### src/rtl/reg_scoreboard_pkg.sv
// Shared constants for the register-file hazard scoreboard.
// Register 0 is hardwired and never tracked; register 31 is the JAL link register.
package scoreboard_pkg;
    localparam int NUM_REGS = 32;
    localparam int ADDR_W   = 5;
    localparam int CNT_W    = 2;
    localparam int REG_ZERO = 0;
    localparam int REG_LINK = 31;
endpackage

### src/rtl/reg_scoreboard_if.sv
// Issue/retire/flush bundle between the pipeline and the scoreboard.
// The master side is the pipeline; the slave side is the scoreboard.
interface reg_scoreboard_if;
    import scoreboard_pkg::*;

    logic                IssueValid;
    logic [ADDR_W-1:0]   IssueRs;
    logic [ADDR_W-1:0]   IssueRt;
    logic                IssueUsesRs;
    logic                IssueUsesRt;
    logic                IssueWrEn;
    logic [ADDR_W-1:0]   IssueRd;
    logic                RetireValid;
    logic [ADDR_W-1:0]   RetireRd;
    logic                Flush;
    logic                Stall;
    logic [NUM_REGS-1:0] BusyMask;
    logic                RetireErr;

    modport master (
        output IssueValid, IssueRs, IssueRt, IssueUsesRs, IssueUsesRt,
        output IssueWrEn, IssueRd, RetireValid, RetireRd, Flush,
        input  Stall, BusyMask, RetireErr
    );

    modport slave (
        input  IssueValid, IssueRs, IssueRt, IssueUsesRs, IssueUsesRt,
        input  IssueWrEn, IssueRd, RetireValid, RetireRd, Flush,
        output Stall, BusyMask, RetireErr
    );
endinterface

### src/rtl/reg_scoreboard_sb_counter.sv
// Saturating up/down pending-write counter for one architectural register.
// Simultaneous inc and dec cancel; clr wins over both.
module sb_counter
    import scoreboard_pkg::*;
(
    input  logic clk,
    input  logic rst,
    input  logic inc,
    input  logic dec,
    input  logic clr,
    output logic busy,
    output logic full,
    output logic single,
    output logic underflow
);
    localparam logic [CNT_W-1:0] CNT_MAX = '1;
    localparam logic [CNT_W-1:0] CNT_ONE = CNT_W'(1);

    logic [CNT_W-1:0] cnt;

    always_ff @(posedge clk) begin
        if (rst || clr) begin
            cnt <= '0;
        end else if (inc && !dec && cnt != CNT_MAX) begin
            cnt <= cnt + CNT_ONE;
        end else if (dec && !inc && cnt != '0) begin
            cnt <= cnt - CNT_ONE;
        end
    end

    assign busy      = (cnt != '0);
    assign full      = (cnt == CNT_MAX);
    assign single    = (cnt == CNT_ONE);
    // A net-zero inc/dec pair is a legal same-cycle issue+retire, not an underflow.
    assign underflow = dec && !inc && !clr && (cnt == '0);
endmodule

### src/rtl/reg_scoreboard.sv
// Read-side hazard scoreboard: per-register pending-write counters and issue stall.
// Define SCOREBOARD_BYPASS_EN to let a source retiring this cycle count as ready.
module reg_scoreboard
    import scoreboard_pkg::*;
(
    input  logic Clk,
    input  logic Reset,
    reg_scoreboard_if.slave sb
);
    logic [NUM_REGS-1:0] busyVec;
    logic [NUM_REGS-1:0] fullVec;
    logic [NUM_REGS-1:0] singleVec;
    logic [NUM_REGS-1:0] underVec;
    logic                rsBusy;
    logic                rtBusy;
    logic                stall;
    logic                acceptWr;
    logic                retireErr;

    assign busyVec[REG_ZERO]   = 1'b0;
    assign fullVec[REG_ZERO]   = 1'b0;
    assign singleVec[REG_ZERO] = 1'b0;
    assign underVec[REG_ZERO]  = 1'b0;

    for (genvar i = REG_ZERO + 1; i <= REG_LINK; i++) begin : g_cnt
        sb_counter u_cnt (
            .clk       (Clk),
            .rst       (Reset),
            .inc       (acceptWr && sb.IssueRd == ADDR_W'(i)),
            .dec       (sb.RetireValid && sb.RetireRd == ADDR_W'(i)),
            .clr       (sb.Flush),
            .busy      (busyVec[i]),
            .full      (fullVec[i]),
            .single    (singleVec[i]),
            .underflow (underVec[i])
        );
    end

`ifdef SCOREBOARD_BYPASS_EN
    // Last outstanding writer retiring now: the register file forwards it write-first.
    always_comb begin
        rsBusy = sb.IssueUsesRs && busyVec[sb.IssueRs] &&
                 !(sb.RetireValid && sb.RetireRd == sb.IssueRs && singleVec[sb.IssueRs]);
        rtBusy = sb.IssueUsesRt && busyVec[sb.IssueRt] &&
                 !(sb.RetireValid && sb.RetireRd == sb.IssueRt && singleVec[sb.IssueRt]);
    end
`else
    logic unusedSingle;
    assign unusedSingle = ^singleVec;

    always_comb begin
        rsBusy = sb.IssueUsesRs && busyVec[sb.IssueRs];
        rtBusy = sb.IssueUsesRt && busyVec[sb.IssueRt];
    end
`endif

    always_comb begin
        stall = sb.IssueValid &&
                (rsBusy || rtBusy ||
                 (sb.IssueWrEn && sb.IssueRd != ADDR_W'(REG_ZERO) && fullVec[sb.IssueRd]));
        acceptWr = sb.IssueValid && !stall && sb.IssueWrEn &&
                   sb.IssueRd != ADDR_W'(REG_ZERO);
    end

    always_ff @(posedge Clk) begin
        if (Reset) begin
            retireErr <= 1'b0;
        end else if (|underVec) begin
            retireErr <= 1'b1;
        end
    end

    assign sb.Stall     = stall;
    assign sb.BusyMask  = busyVec;
    assign sb.RetireErr = retireErr;
endmodule

### src/flat_wrapper.sv
// flat-port wrapper written by rule: the top's interface ports become plain ports
module reg_scoreboard_flat import scoreboard_pkg::*;
  (Clk, Reset, sb_IssueValid, sb_IssueRs, sb_IssueRt, sb_IssueUsesRs, sb_IssueUsesRt, sb_IssueWrEn, sb_IssueRd, sb_RetireValid, sb_RetireRd, sb_Flush, sb_Stall, sb_BusyMask, sb_RetireErr);
  reg_scoreboard_if sb_i ();
  input  logic Clk;
  input  logic Reset;
  input wire logic [$bits(sb_i.IssueValid)-1:0] sb_IssueValid;
  input wire logic [$bits(sb_i.IssueRs)-1:0] sb_IssueRs;
  input wire logic [$bits(sb_i.IssueRt)-1:0] sb_IssueRt;
  input wire logic [$bits(sb_i.IssueUsesRs)-1:0] sb_IssueUsesRs;
  input wire logic [$bits(sb_i.IssueUsesRt)-1:0] sb_IssueUsesRt;
  input wire logic [$bits(sb_i.IssueWrEn)-1:0] sb_IssueWrEn;
  input wire logic [$bits(sb_i.IssueRd)-1:0] sb_IssueRd;
  input wire logic [$bits(sb_i.RetireValid)-1:0] sb_RetireValid;
  input wire logic [$bits(sb_i.RetireRd)-1:0] sb_RetireRd;
  input wire logic [$bits(sb_i.Flush)-1:0] sb_Flush;
  output wire logic [$bits(sb_i.Stall)-1:0] sb_Stall;
  output wire logic [$bits(sb_i.BusyMask)-1:0] sb_BusyMask;
  output wire logic [$bits(sb_i.RetireErr)-1:0] sb_RetireErr;
  assign sb_i.IssueValid = sb_IssueValid;
  assign sb_i.IssueRs = sb_IssueRs;
  assign sb_i.IssueRt = sb_IssueRt;
  assign sb_i.IssueUsesRs = sb_IssueUsesRs;
  assign sb_i.IssueUsesRt = sb_IssueUsesRt;
  assign sb_i.IssueWrEn = sb_IssueWrEn;
  assign sb_i.IssueRd = sb_IssueRd;
  assign sb_i.RetireValid = sb_RetireValid;
  assign sb_i.RetireRd = sb_RetireRd;
  assign sb_i.Flush = sb_Flush;
  assign sb_Stall = sb_i.Stall;
  assign sb_BusyMask = sb_i.BusyMask;
  assign sb_RetireErr = sb_i.RetireErr;
  reg_scoreboard u_core (.Clk(Clk), .Reset(Reset), .sb(sb_i));
endmodule
### config.mk
export PLATFORM = sky130hd
export DESIGN_NAME = reg_scoreboard_flat
export DESIGN_NICKNAME = d
export VERILOG_FILES = /design/src/rtl/reg_scoreboard_pkg.sv /design/src/rtl/reg_scoreboard_if.sv /design/src/rtl/reg_scoreboard_sb_counter.sv /design/src/rtl/reg_scoreboard.sv /design/src/flat_wrapper.sv
export SDC_FILE = /design/constraint.sdc
export NUM_CORES = 1
export LEC_CHECK = 0
export CAP_MARGIN = 0
export CORE_MARGIN = 2
export CORE_UTILIZATION = 50
export CTS_CLUSTER_SIZE = 14
export DETAILED_ROUTE_END_ITERATION = 12
export PLACE_DENSITY = 0.72
export SLEW_MARGIN = 20
export SYNTH_ARGS = -nofsm -noshare
export SYNTH_HDL_FRONTEND = slang
export SYNTH_SLANG_ARGS = --single-unit
### constraint.sdc
create_clock -name Clk -period 13.2 [get_ports Clk]
set_input_delay 3.96 -clock Clk [delete_from_list [all_inputs] [get_ports Clk]]
set_output_delay 3.96 -clock Clk [all_outputs]
set_load 0.01 [all_outputs]
==> flow_summary.json <==
{
  "grt_pass1_vias": 5480,
  "critPathBufInv": 2,
  "vias": 6090,
  "synth_top_area_share_pct": 23.4,
  "drive_above_1_share_pct": 6.07,
  "end_kind": "output pin",
  "crit_required_ns": 9.24,
  "r2r-start": "u_core.g_cnt[25].u_cnt.cnt[1]",
  "setup_viol": 0,
  "numCtsBuffers": 9,
  "finalNonFillerCells": 943,
  "synth_most_common_cell": "nand2_1",
  "routed-wl-met3_um": 1890,
  "grt_usage_pct": 35.2,
  "slowest_delay_ns": 0.78,
  "swShare_pct": 29.2,
  "drc": 0,
  "yosysTopAreaCell": "dfxtp_1",
  "syn-cell-area_mm2": 0.00539,
  "cts_resized": 0,
  "r2r_cells": 11,
  "wl_um": 20100,
  "maxCapViolations": 0,
  "clock.fmax_mhz": 88.7,
  "met2_length_um": 9240,
  "power_density_mw_per_mm2": 70.5,
  "hold_violations": 0,
  "fp-row-count": 37,
  "cp-endpoint": "sb_Stall",
  "gp_congestion": 0.973,
  "crit_top_cell": "clkdlybuf4s50_1",
  "fin_crit_ns": 11.27,
  "placed_cells": 928,
  "io_pins": 62,
  "path_delay_family": "buffers and inverters",
  "clock_path_buffers": 2,
  "clk_pin_slew_worst_paths_ns": 0.07,
  "clock_skew_ns": 0.0110,
  "synthCells": 799,
  "power.switching_w": 0.000123,
  "grt_pass1_wl_um": 30500,
  "hold_class": "flip-flop to flip-flop",
  "cts_tree": "done",
  "min_period_over_period_pct": 85.4,
  "r2r_setup_slack_ns": 8.68,
  "finalSetupTns_ns": 0,
  "post_cts_buffers": 0,
  "synth_cell_types": 70,
  "ys_ff_latch": 63,
  "dp_hpwl_um": 15600,
  "sequentialPowerShare_pct": 45.4,
  "n_fill_cell": 1034,
  "via_per_inst": 6.46,
  "yosysSeqAreaShare_pct": 23.4,
  "ant_nets": 0,
  "cp-start-kind": "primary input",
  "dieWidth_um": 108,
  "wl_per_cell_um": 21.3,
  "async_reset_ff_share_pct": 0,
  "cp.depth": 8,
  "portBuffers": 60,
  "yosys-top-cells-area": "dfxtp_1, o21ai_0, a21oi_1",
  "p_leak_nw": 2.17,
  "outcome": "finished, final reports clean",
  "antenna_found_initial": 0,
  "die-area_mm2": 0.0116,
  "yosysWarnings": 0,
  "crit_start": "sb_IssueRs[0]",
  "grt_overflow_total": 0,
  "ir_drop_mv": 0.0514,
  "die_y_um": 108,
  "ctsHoldBuffers": 0,
  "wl_met1_um": 8390,
  "numClockSinks": 63,
  "p_int_w": 0.000298,
  "slew_viol_final": 0,
  "rsz0062_at_grt": "no",
  "syn_avg_cell_area_um2": 6.74,
  "core_area_mm2": 0.0104,
  "synth_edf_count": 0,
  "pwr-share-comb_pct": 16.1,
  "synth_ff_type": "dfxtp_1",
  "firstDrtPassIters": 5,
  "synthesis.nets": 827,
  "synth_common_cells": "nand2_1, o21ai_0, a21oi_1",
  "clkPwrFrac_pct": 38.4,
  "path_class": "primary input to output pin",
  "initial_core_util_pct": 51.7,
  "clkLatencyLatePin_ns": 0.37,
  "slew_headroom_pct": 43.2,
  "grt_start_max_net_pins": 63,
  "root_buffer": "clkbuf_8",
  "synthToLayoutAreaGrowth_pct": 10.7,
  "path_cells": "clkdlybuf4s50_1, nor2b_1, a22o_1, or4b_2, a311o_1, nand3_4, o21a_1, clkdlybuf4s50_1",
  "cts.htree.levels": 3,
  "drt_iter0_drc": 686,
  "insertedDiodeCount": 0,
  "top_layer_used": "met4",
  "worst_slew_pin_slew_ns": 0.851,
  "critical_path.slowest_cell": "clkdlybuf4s50_1",
  "cp_max_fo": 18,
  "final_nets": 831,
  "arrival_ns": 7.31,
  "reg2reg_to": "u_core.sb.RetireErr"
}
[layer usage]
layer	vias to the layer above	global-route usage, %
met5	-	0
met4	0	12.5
met3	44	6.78
met2	312	56.7
met1	2889	46.8
li1	2845	-
[tightest hold or removal path, stage by stage, from the launching register on]
cell and delay [ns]:
dfxtp_1 0.34, nand2_1 0.06, a21oi_1 0.05
[logic make-up after synthesis]
logic type / after synthesis / synth area share, %
simple gates: 339 / 32.1
compound gates: 260 / 29.6
buf+inv: 119 / 10.6
flops: 63 / 23.4
mux: 15 / 3.95
xor+xnor: 2 / 0.325
other cells: 1 / 0.0696
[power by group through the flow]
stage                     Combinational (W)  Sequential (W)  Clock (W)
final                             0.0000678        0.000191   0.000162
after global routing              0.0000721        0.000191   0.000171
after CTS                         0.0000660        0.000191   0.000164
after detailed placement          0.0000656        0.000195          0
after global placement            0.0000646        0.000195          0
after floorplan                   0.0000406        0.000195          0
[how the worst min path moves through the flow]
stage | depth (start not counted) | end | slack [ns] | from
floorplan | 2 | u_core.g_cnt[13].u_cnt.cnt[0] | 0.47 | u_core.g_cnt[13].u_cnt.cnt[1]
global placement | 2 | u_core.g_cnt[12].u_cnt.cnt[1] | 0.49 | u_core.g_cnt[12].u_cnt.cnt[1]
detailed placement | 2 | u_core.g_cnt[1].u_cnt.cnt[0] | 0.49 | u_core.g_cnt[1].u_cnt.cnt[1]
CTS | 2 | u_core.g_cnt[15].u_cnt.cnt[0] | 0.51 | u_core.g_cnt[15].u_cnt.cnt[1]
global route | 2 | u_core.g_cnt[15].u_cnt.cnt[0] | 0.54 | u_core.g_cnt[15].u_cnt.cnt[1]
finish | 2 | u_core.g_cnt[15].u_cnt.cnt[0] | 0.50 | u_core.g_cnt[15].u_cnt.cnt[1]
[state kept, by name (all words and copies together) (netlist names)]
name / cells
u_core.sb.RetireErr: 1
u_core.g_cnt.u_cnt.cnt: 62
[placed cells by master (no fill, tap or decap), drive strengths merged, types with 21 or more instances in the layout]
cell type        n
nor2            66
a21oi           80
dfxtp           63
or2             23
nor3            22
clkdlybuf4s50   60
nand3           36
inv             50
nand2          100
o21ai           84
o21a            21
[cell type report]
type / instances / area [um2] / area share, %
Clock buffer: 15 / 176 / 2.96
Inverter: 51 / 191 / 3.21
Multi-Input combinational cell: 617 / 3560 / 59.6
Sequential cell: 63 / 1260 / 21.1
Tap cell: 136 / 170 / 2.85
Timing Repair Buffer: 61 / 608 / 10.2
[per-stage QoR]
| stage | total power (W) | hold WS [ns] | setup WS [ns] | util [%] | instance area [um2] |
|---|---|---|---|---|---|
| floorplan | 0.000236 | 0.468 | 3.44 | - | 5390 |
| CTS | 0.000421 | 0.506 | 1.97 | 57.3 | 5960 |
| global placement | 0.000260 | 0.486 | 2.08 | 55.6 | 5790 |
| global route | 0.000434 | 0.538 | 1.78 | 57.3 | 5960 |
| finish | 0.000420 | 0.504 | 1.93 | 57.3 | 5960 |
| detailed placement | 0.000261 | 0.493 | 1.99 | 55.6 | 5790 |
Power figures use the tool's default switching activity.
